$ cat config.mk
export PLATFORM = sky130hd
export DESIGN_NAME = matrix_ctrl
export DESIGN_NICKNAME = d
export VERILOG_FILES = /design/src/rtl/matrix_pkg.sv /design/src/rtl/row_scanner.sv /design/src/rtl/matrix_ctrl.sv
export SDC_FILE = /design/constraint.sdc
export NUM_CORES = 1
export LEC_CHECK = 0
export ABC_CLOCK_PERIOD_IN_PS = 3100
export CELL_PAD_IN_SITES_DETAIL_PLACEMENT = 1
export CELL_PAD_IN_SITES_GLOBAL_PLACEMENT = 1
export CORE_MARGIN = 5
export CORE_UTILIZATION = 46
export DETAILED_ROUTE_END_ITERATION = 10
export PLACE_DENSITY_LB_ADDON = 0.1
export SLEW_MARGIN = 20
export SYNTH_ARGS = -nofsm -noshare
export SYNTH_HDL_FRONTEND = slang
export SYNTH_SLANG_ARGS = --single-unit
$ cat constraint.sdc
create_clock -name clk_i -period 3.1 [get_ports clk_i]
set_clock_uncertainty 0.05 [all_clocks]
set_input_delay 0.465 -clock clk_i [delete_from_list [all_inputs] [get_ports clk_i]]
set_output_delay 0.465 -clock clk_i [all_outputs]
set_load 0.01 [all_outputs]
$ cat src/rtl/matrix_pkg.sv
// matrix_pkg: shared definitions for the matrix display controller.
//   state_e  - stepping FSM states (WAIT / REQ / DEAD)
//   GS_DEF   - default grid side length
//   row_of() - extracts row r of a GS_DEF x GS_DEF frame (bit c = column c)
package matrix_pkg;

   typedef enum logic [1:0] {
      ST_WAIT = 2'd0,
      ST_REQ  = 2'd1,
      ST_DEAD = 2'd2
   } state_e;

   localparam int GS_DEF    = 8;
   localparam int GS_DEF_RW = $clog2(GS_DEF);

   function automatic logic [GS_DEF-1:0] row_of(input logic [GS_DEF*GS_DEF-1:0] frame,
                                                input logic [GS_DEF_RW-1:0]     r);
      row_of = frame[r*GS_DEF +: GS_DEF];
   endfunction

endpackage

$ cat src/rtl/row_scanner.sv
// row_scanner: free-running row-multiplexed scan of a GS x GS frame.
//   clk_i, reset_i - clock, asynchronous active-low reset
//   i_pend_frame   - newest completed frame; copied into the shown frame at the row wrap
//   i_blank        - forces column data to zero (blink off-phase)
//   o_row          - one-hot row select (registered)
//   o_col          - column data of the selected row (registered)
module row_scanner
   import matrix_pkg::*;
#(
   parameter int GS         = GS_DEF,
   parameter int ROW_CYCLES = 4
) (
   input  logic             clk_i,
   input  logic             reset_i,
   input  logic [GS*GS-1:0] i_pend_frame,
   input  logic             i_blank,
   output logic [GS-1:0]    o_row,
   output logic [GS-1:0]    o_col
);

   localparam int            RW       = (GS > 1) ? $clog2(GS) : 1;
   localparam logic [7:0]    DIV_LAST = 8'(ROW_CYCLES - 1);
   localparam logic [RW-1:0] ROW_LAST = RW'(GS - 1);

   logic [7:0]       r_div;
   logic [RW-1:0]    r_row;
   logic [GS*GS-1:0] r_frame;

   logic             w_step;
   logic             w_wrap;
   logic [RW-1:0]    w_row_nxt;
   logic [GS*GS-1:0] w_frame_nxt;
   logic [GS-1:0]    w_col_raw;

   // Next row index; the shown frame is only replaced at the wrap so a row never mixes frames.
   always_comb begin
      w_step      = (r_div == DIV_LAST);
      w_wrap      = w_step && (r_row == ROW_LAST);
      w_row_nxt   = r_row;
      w_frame_nxt = r_frame;
      if (w_wrap) begin
         w_row_nxt   = '0;
         w_frame_nxt = i_pend_frame;
      end else if (w_step) begin
         w_row_nxt   = r_row + RW'(1);
      end else begin
         w_row_nxt   = r_row;
      end
   end

   generate
      if (GS == GS_DEF) begin : g_pkg_slice
         // Column data of the upcoming row through the shared slicing helper.
         always_comb w_col_raw = row_of(w_frame_nxt, w_row_nxt);
      end else begin : g_generic_slice
         // Column data of the upcoming row for non-default grid sizes.
         always_comb w_col_raw = w_frame_nxt[w_row_nxt*GS +: GS];
      end
   endgenerate

   // Divider, row counter, shown frame and registered row/column outputs.
   always_ff @(posedge clk_i or negedge reset_i) begin
      if (!reset_i) begin
         r_div   <= 8'd0;
         r_row   <= '0;
         r_frame <= '0;
         o_row   <= GS'(1);
         o_col   <= '0;
      end else begin
         r_div   <= w_step ? 8'd0 : r_div + 8'd1;
         r_row   <= w_row_nxt;
         r_frame <= w_frame_nxt;
         o_row   <= GS'(1) << w_row_nxt;
         o_col   <= i_blank ? '0 : w_col_raw;
      end
   end

endmodule

$ cat src/rtl/matrix_ctrl.sv
// matrix_ctrl: paces the game through the e_act/d_act handshake, captures frames and
// drives a row-multiplexed GS x GS LED matrix; blinks the last frame after game over.
//   clk_i, reset_i - clock, asynchronous active-low reset
//   matrix_i       - frame from the action block, row r = matrix_i[r*GS +: GS]
//   d_act_i        - step done;  dead_i - game over (sampled only on the step-done edge)
//   e_act_o        - step request (registered)
//   row_o, col_o   - one-hot row select and its column data
//   step_cnt_o     - completed steps, saturating;  error_o - sticky handshake timeout
module matrix_ctrl
   import matrix_pkg::*;
#(
   parameter int GS          = GS_DEF,
   parameter int STEP_CYCLES = 50,
   parameter int ROW_CYCLES  = 4,
   parameter int TIMEOUT     = 64,
   parameter int BLINK_STEPS = 4
) (
   input  logic             clk_i,
   input  logic             reset_i,
   input  logic [GS*GS-1:0] matrix_i,
   input  logic             d_act_i,
   input  logic             dead_i,
   output logic             e_act_o,
   output logic [GS-1:0]    row_o,
   output logic [GS-1:0]    col_o,
   output logic [15:0]      step_cnt_o,
   output logic             error_o
);

   localparam logic [15:0] STEP_LAST  = 16'(STEP_CYCLES);
   localparam logic [15:0] TO_LAST    = 16'(TIMEOUT - 1);
   localparam logic [31:0] BLINK_LAST = 32'(BLINK_STEPS * STEP_CYCLES - 1);

   state_e           r_state;
   logic [15:0]      r_wait_cnt;
   logic [15:0]      r_to_cnt;
   logic [31:0]      r_blink_cnt;
   logic             r_blank;
   logic [GS*GS-1:0] r_pend;

   // Stepping FSM: wait period, request/timeout, and the blinking game-over state.
   always_ff @(posedge clk_i or negedge reset_i) begin
      if (!reset_i) begin
         r_state     <= ST_WAIT;
         r_wait_cnt  <= 16'd0;
         r_to_cnt    <= 16'd0;
         r_blink_cnt <= 32'd0;
         r_blank     <= 1'b0;
         r_pend      <= '0;
         e_act_o     <= 1'b0;
         step_cnt_o  <= 16'd0;
         error_o     <= 1'b0;
      end else begin
         case (r_state)
            ST_WAIT: begin
               // The request is held back while d_act_i is still high.
               if ((r_wait_cnt == STEP_LAST) && !d_act_i) begin
                  r_state  <= ST_REQ;
                  e_act_o  <= 1'b1;
                  r_to_cnt <= 16'd0;
               end else if (r_wait_cnt != STEP_LAST) begin
                  r_wait_cnt <= r_wait_cnt + 16'd1;
               end else begin
                  r_wait_cnt <= r_wait_cnt;
               end
            end
            ST_REQ: begin
               if (d_act_i) begin
                  r_pend     <= matrix_i;
                  e_act_o    <= 1'b0;
                  r_wait_cnt <= 16'd0;
                  if (step_cnt_o != 16'hFFFF) begin
                     step_cnt_o <= step_cnt_o + 16'd1;
                  end
                  if (dead_i) begin
                     r_state     <= ST_DEAD;
                     r_blink_cnt <= 32'd0;
                     r_blank     <= 1'b0;
                  end else begin
                     r_state <= ST_WAIT;
                  end
               end else if (r_to_cnt == TO_LAST) begin
                  error_o    <= 1'b1;
                  e_act_o    <= 1'b0;
                  r_wait_cnt <= 16'd0;
                  r_state    <= ST_WAIT;
               end else begin
                  r_to_cnt <= r_to_cnt + 16'd1;
               end
            end
            ST_DEAD: begin
               e_act_o <= 1'b0;
               if (r_blink_cnt == BLINK_LAST) begin
                  r_blink_cnt <= 32'd0;
                  r_blank     <= ~r_blank;
               end else begin
                  r_blink_cnt <= r_blink_cnt + 32'd1;
               end
            end
            default: begin
               r_state <= ST_WAIT;
               e_act_o <= 1'b0;
            end
         endcase
      end
   end

   row_scanner #(
      .GS         (GS),
      .ROW_CYCLES (ROW_CYCLES)
   ) u_scan (
      .clk_i        (clk_i),
      .reset_i      (reset_i),
      .i_pend_frame (r_pend),
      .i_blank      (r_blank),
      .o_row        (row_o),
      .o_col        (col_o)
   );

endmodule

Word level (Yosys, flattened, before mapping)
Index checks and enable logic that the tools add are counted.
- bits in registers: 240
- bits of input ports: 68
- output and inout port bits: 34
- logic and storage cells: 89
- $add $sub $neg: 6
- eq/ne operators: 18
- shift operators: 2
- multiplexer cells: 31
- bitwise gates (word level): 3
- reductions and logical operators: 15
- operator list (kind ; number):
    2-to-1 mux 16 bit ; 7
    2-to-1 mux 32 bit ; 3
    2-to-1 mux 64 bit ; 1
    case mux 16 bit (2 select lines) ; 2
    case mux 32 bit (2 select lines) ; 1
    indexed part select 64 x 7 -> 8 bit ; 1
    adder 16 x 1 -> 16 bit, second input constant ; 3
    adder 32 x 1 -> 32 bit, second input constant ; 1
    == test 16 x 6 -> 1 bit, second input constant ; 2
    == test 32 x 8 -> 1 bit, second input constant ; 1
    2-to-1 mux 8 bit ; 2
    inequality test 16 bit, second input constant ; 1
    inequality test 16 x 6 -> 1 bit, second input constant ; 1
    inequality test 2 bit, second input constant ; 8
    AND reduction 3 bit ; 4
    AND reduction 4 bit ; 3
    adder 8 x 1 -> 8 bit, second input constant ; 1
    == test 8 x 2 -> 1 bit, second input constant ; 1
    2-to-1 mux 2 bit ; 4
    << shifter 1 x 3 -> 8 bit, first input constant ; 1
    2-to-1 mux 1 bit ; 6
    2-to-1 mux 3 bit ; 2
    case mux 2 bit (3 select lines) ; 1
    case mux 1 bit (2 select lines) ; 2
    11 further kinds ; 16

Logic depth before layout (Yosys ltp)
- depth after elaboration: 5
- gate-level depth with buffers: 9
- mapped depth without buffers: 8

Cells and area by module
From an unflattened synthesis, not the netlist that was laid out.
- cells, all modules: 938
- area, all modules: 11093.1 um^2
- modules (own cells, without submodules) (module ; instances ; cells an instance ; area an instance (um^2) ; seq. area each (um^2)):
    matrix_ctrl ; 1 ; 639 ; 7004.2 ; 3728.6
    row_scanner ; 1 ; 299 ; 4088.9 ; 2278.4

Worst setup path before layout
OpenSTA, ideal clock, no wires.
- kind: register -> register
- from: register r_blink_cnt[5]
- to: register r_blink_cnt[1]
- arrival time: 2.047 ns
- slack: 0.882 ns
- cell stages (with the launch flop): 6
- path buffers: 1
- period minus slack after synthesis: 2.218 ns
- path through: dfrtp_1 or4_1 or4_4 o21a_4 buf_6 a22o_1
- cells in the longest elaborated chain, start to end: 3
- ends and longest elaborated chain (what ; RTL line ; text):
    from (decl) ; matrix_ctrl.sv:37 ; logic [31:0] r_blink_cnt;
    from (signal assigned) ; matrix_ctrl.sv:97 ; r_blink_cnt <= r_blink_cnt + 32'd1;
    == test 32 x 8 -> 1 bit ; matrix_ctrl.sv:93 ; if (r_blink_cnt == BLINK_LAST) begin
    2-to-1 mux 32 bit ; matrix_ctrl.sv:93 ;
    case mux 32 bit (2 select lines) ; matrix_ctrl.sv:54 ; case (r_state)
No other way between the ends.
A chain may end at the register's enable or synchronous reset.

Worst setup path after layout
- from: register u_scan.r_div[0]
- to: register u_scan.o_col[4]
- cells in the longest elaborated chain, start to end: 5
- elaborated cells on any way between the ends: 7
- ends and longest elaborated chain (what ; RTL line ; text):
    from (decl) ; row_scanner.sv:25 ; logic [7:0] r_div;
    from (signal assigned) ; row_scanner.sv:70 ; r_div <= w_step ? 8'd0 : r_div + 8'd1;
    == test 8 x 2 -> 1 bit * ; row_scanner.sv:37 ; w_step = (r_div == DIV_LAST);
    2-to-1 mux 3 bit / logical AND 1 bit (equally long branches) ; row_scanner.sv:44, row_scanner.sv:38 ;
    2-to-1 mux 3 bit / 2-to-1 mux 64 bit (equally long branches) ; row_scanner.sv:41 ; if (w_wrap) begin
    indexed part select 64 x 7 -> 8 bit * ; matrix_pkg.sv:18 ; row_of = frame[r*GS_DEF +: GS_DEF];
    2-to-1 mux 8 bit * ; row_scanner.sv:74 ; o_col <= i_blank ? '0 : w_col_raw;
    to (signal assigned) ; row_scanner.sv:74 ;
    to (decl) ; row_scanner.sv:18 ; output logic [GS-1:0] o_col
Every way passes the cells marked *; elsewhere a longest branch is shown, timed or not.

==> results.sh <==
export IMPL_outcome="complete, no violations"
export IMPL_setup_viol=0
export IMPL_crit_path_end_kind="register"
export IMPL_antenna_found_initial=0
export IMPL_drt_wl_total_um=28900
export IMPL_final_antenna_net_count=0
export IMPL_cts_sinks=240
export IMPL_fp_dieW_um=164
export IMPL_yosysSeqAreaShare_pct=54.8
export IMPL_routabilityCongestion=0.834
export IMPL_cts_tree="done"
export IMPL_core_area_sq_um=23500
export IMPL_fin_total_pwr_mw=6.84
export IMPL_cts_reportedPaths_clkPinSlew_ns=0.06
export IMPL_count_of_flip_flops_with_a_built_in_enable_after_synthesis=0
export IMPL_cts_made_buffers=27
export IMPL_postCtsResizedCells=0
export IMPL_groute_usage_overall_pct=21.7
export IMPL_pre_cts_ws_ns=0.360
export IMPL_grt_start_max_net_pins=90
export IMPL_reg2reg_depth=6
export IMPL_timing_hold_ws_ns=0.419
export IMPL_timing_final_max_slew_violations=0
export IMPL_antennaDiodeCount=0
export IMPL_floorplan_initialDensity_pct=46.7
export IMPL_timing_critical_path_slowest_stage_cell="sky130_fd_sc_hd__a21oi_1"
export IMPL_global_route_overflow_total=0
export IMPL_cts_root_to_sink_buffers=3
export IMPL_post_synth_top_count_cell="sky130_fd_sc_hd__dfrtp_1"
export IMPL_synth_cells=953
export IMPL_fillers=2459
export IMPL_final_period_utilization_pct=91.8
export IMPL_worstMarginPinSlew_ns=1.01
export IMPL_row_count=56
export IMPL_synth_lib_cells_used_distinct=67
export IMPL_post_drt_wl_per_cell_um=20.5
export IMPL_cap_violations=0
export IMPL_area_used_by_multi_input_combinational_logic_sq_um=4710
export IMPL_launch_point_of_the_worst_hold_path="error_o$_DFFE_PN0P_"
export IMPL_ys_seq_elements=240
export IMPL_hp_class="register to register"
export IMPL_rrSetupSlack_ns=0.25
export IMPL_holdPathStages=2
export IMPL_path_max_fanout=8
export IMPL_achievable_frequency_mhz=351
export IMPL_ctsRootBufferMaster="sky130_fd_sc_hd__clkbuf_16"
export IMPL_setup_worst_path_start_class="register"
export IMPL_seqCellArea_sq_um=6010
export IMPL_synth_cell_area_sq_um=11000
export IMPL_routed_via_count=8048
export IMPL_clk_latency_ns=0.52
export IMPL_worst_endpoint_required_ns=3.48
export IMPL_syn_nets=1029
export IMPL_io_pins=102
export IMPL_synth_top_area_share_pct=54.6
export IMPL_p_int_mw=5.28
export IMPL_half_perimeter_wire_length_after_placement_um=20100
export IMPL_final_hold_viol_count=0
export IMPL_buffer_ports_inserted=101
export IMPL_regToRegStartpoint="u_scan.r_div[0]$_DFF_PN0_"
export IMPL_setup_total_negative_slack_ns=0
export IMPL_synth_avg_cell_area_sq_um=11.5
export IMPL_data_arrival_time_at_the_worst_slack_endpoint_ns=3.22
export IMPL_via_per_inst=5.70
export IMPL_dieArea_sq_um=27000
export IMPL_leakagePower_nw=6.27
export IMPL_switching_share_pct=22.9
export IMPL_dieHeight_um=164
export IMPL_min_delay_worst_endpoint="error_o$_DFFE_PN0P_"
export IMPL_vdd_drop_max_mv=0.363
export IMPL_synthesis_yosys_warnings=0
export IMPL_power_frac_clock_pct=46.1
export IMPL_synth_async_sr_flop_share_pct=100
export IMPL_htreeDepth=1
export IMPL_switching_power_mw=1.57
export IMPL_grt_pass1_wl_um=47100
export IMPL_maxSlewHeadroom_pct=32.6
export IMPL_fin_nets=1149
export IMPL_ys_flop_type="sky130_fd_sc_hd__dfrtp_1"
export IMPL_flow_area_growth_from_synthesis_pct=22.2
export IMPL_endpoint_of_the_most_critical_register_to_register_path="u_scan.o_col[4]$_DFF_PN0_"
export IMPL_vias_in_the_first_global_route=8366
export IMPL_rsz0062_at_grt="no"
export IMPL_final_period_minus_worst_setup_slack_ns=2.85
export IMPL_drc=0
export IMPL_critical_path_max_stage_delay_ns=0.81
export IMPL_setup_slack_ns=0.255
export IMPL_yosys_top_cells_area="sky130_fd_sc_hd__dfrtp_1 (55%), sky130_fd_sc_hd__mux2_2 (10%), sky130_fd_sc_hd__xnor2_1 (2.8%)"
export IMPL_power_frac_seq_pct=48.3
export IMPL_power_density_cell_area_nw_per_um2=511
export IMPL_detail_route_iter0_violations=408
export IMPL_combinationalPowerShare_pct=5.6
export IMPL_timing_setup_critical_path_class="register to register"
export IMPL_worstPathCellList="ha_1 -> nor3b_2 -> nand4b_1 -> a21oi_1 -> o21ai_0 -> o22ai_1"
export IMPL_synth_top_cells_by_count="sky130_fd_sc_hd__dfrtp_1 (239), sky130_fd_sc_hd__mux2_2 (102), sky130_fd_sc_hd__nor2_1 (72)"
export IMPL_synth_largest_area_cell="sky130_fd_sc_hd__dfrtp_1"
export IMPL_final_layout_size_suffix_gt1_share_pct=19.3
export IMPL_drtPass1Iterations=5
## kinds of logic after synthesis
logic type      Yosys count  share of synthesized area [%]
compound gates          169                           10.9
xor+xnor                 60                           4.80
fa+ha+maj                 8                          0.914
buf+inv                  63                           2.51
flops                   240                           54.8
mux                     104                           10.7
simple gates            309                           15.3
## critical path: cells and delay by family (launching register included)
kind	cells	cell delay (ns)
AOI/OAI and AO/OA	3	1.26
DFF	1	0.40
and+or+nand+nor	2	0.76
adders and majority gates	1	0.27
## power groups by stage
stage          registers, mW  clock network [mW]  logic, mW
4_1_cts                 3.30                3.22      0.392
5_1_grt                 3.31                3.36      0.429
3_5_place_dp            3.35                   0      0.388
6_report                3.30                3.16      0.382
3_3_place_gp            3.35                   0      0.377
2_1_floorplan           3.33                   0      0.180
## per-layer routing
layer	vias up	GRT usage [%]	part of all wire (%)
met2	152	35.1	47
met5	-	0	0
met4	0	4.69	2.1
li1	3727	-	-
met1	4134	31.6	47
met3	35	2.71	3.6
## cell usage in the layout (no fill, tap or decap), types with 13 or more instances in the layout
cell type	count
sky130_fd_sc_hd__a21oi_1	13
sky130_fd_sc_hd__and3_1	20
sky130_fd_sc_hd__buf_4	36
sky130_fd_sc_hd__clkbuf_16	27
sky130_fd_sc_hd__clkdlybuf4s50_1	100
sky130_fd_sc_hd__dfrtp_1	239
sky130_fd_sc_hd__inv_1	13
sky130_fd_sc_hd__mux2_2	102
sky130_fd_sc_hd__nand2_1	58
sky130_fd_sc_hd__nand3_1	52
sky130_fd_sc_hd__nand4_1	23
sky130_fd_sc_hd__nor2_1	71
sky130_fd_sc_hd__o211ai_1	25
sky130_fd_sc_hd__o21ai_0	45
sky130_fd_sc_hd__xnor2_1	35
sky130_fd_sc_hd__xor2_1	25
## stage by stage
step,utilization [%],area [sq um],instances
after floorplan,-,11000,953
after global placement,53.2,12500,1362
after detailed placement,53.2,12500,1362
after CTS,57.0,13400,1412
after global routing,57.0,13400,1412
final,57.0,13400,1412
## registers in the layout, summed over array words and instances (netlist names), 8 cells and up
| signal | count |
|---|---|
| r_pend | 64 |
| u_scan.r_frame | 64 |
| r_blink_cnt | 32 |
| r_to_cnt | 16 |
| r_wait_cnt | 16 |
| step_cnt_o | 16 |
| u_scan.o_col | 8 |
| u_scan.o_row | 8 |
| u_scan.r_div | 8 |
## cell type report
type / count / share of cell area, %
repair buffers: 140 / 9.99
multi-input cells: 650 / 35.2
clock inverters: 13 / 0.907
well taps: 319 / 2.98
clock buffers: 36 / 5.68
inverters: 14 / 0.393
flip-flops and latches: 240 / 44.9
## how the worst max path moves through the flow
stage                     depth (start not counted)  slack (ns)                          to                        from
after detailed placement                          6        0.36   u_scan.o_col[2]$_DFF_PN0_   u_scan.r_div[0]$_DFF_PN0_
after floorplan                                   5        0.88  r_blink_cnt[1]$_DFFE_PN0P_  r_blink_cnt[5]$_DFFE_PN0P_
final                                             6        0.25   u_scan.o_col[4]$_DFF_PN0_   u_scan.r_div[0]$_DFF_PN0_
after global routing                              6        0.02   u_scan.o_col[4]$_DFF_PN0_   u_scan.r_div[0]$_DFF_PN0_
after CTS                                         6        0.27   u_scan.o_col[4]$_DFF_PN0_   u_scan.r_div[0]$_DFF_PN0_
after global placement                            8        0.45   u_scan.o_col[1]$_DFF_PN0_   u_scan.r_row[0]$_DFF_PN0_
## timing repair
item                                   in CTS  in global routing
hold buffers                                1                  0
buffers inserted                            0                  0
endpoints found under the hold margin      83                  0
Power figures use the tool's default switching activity.
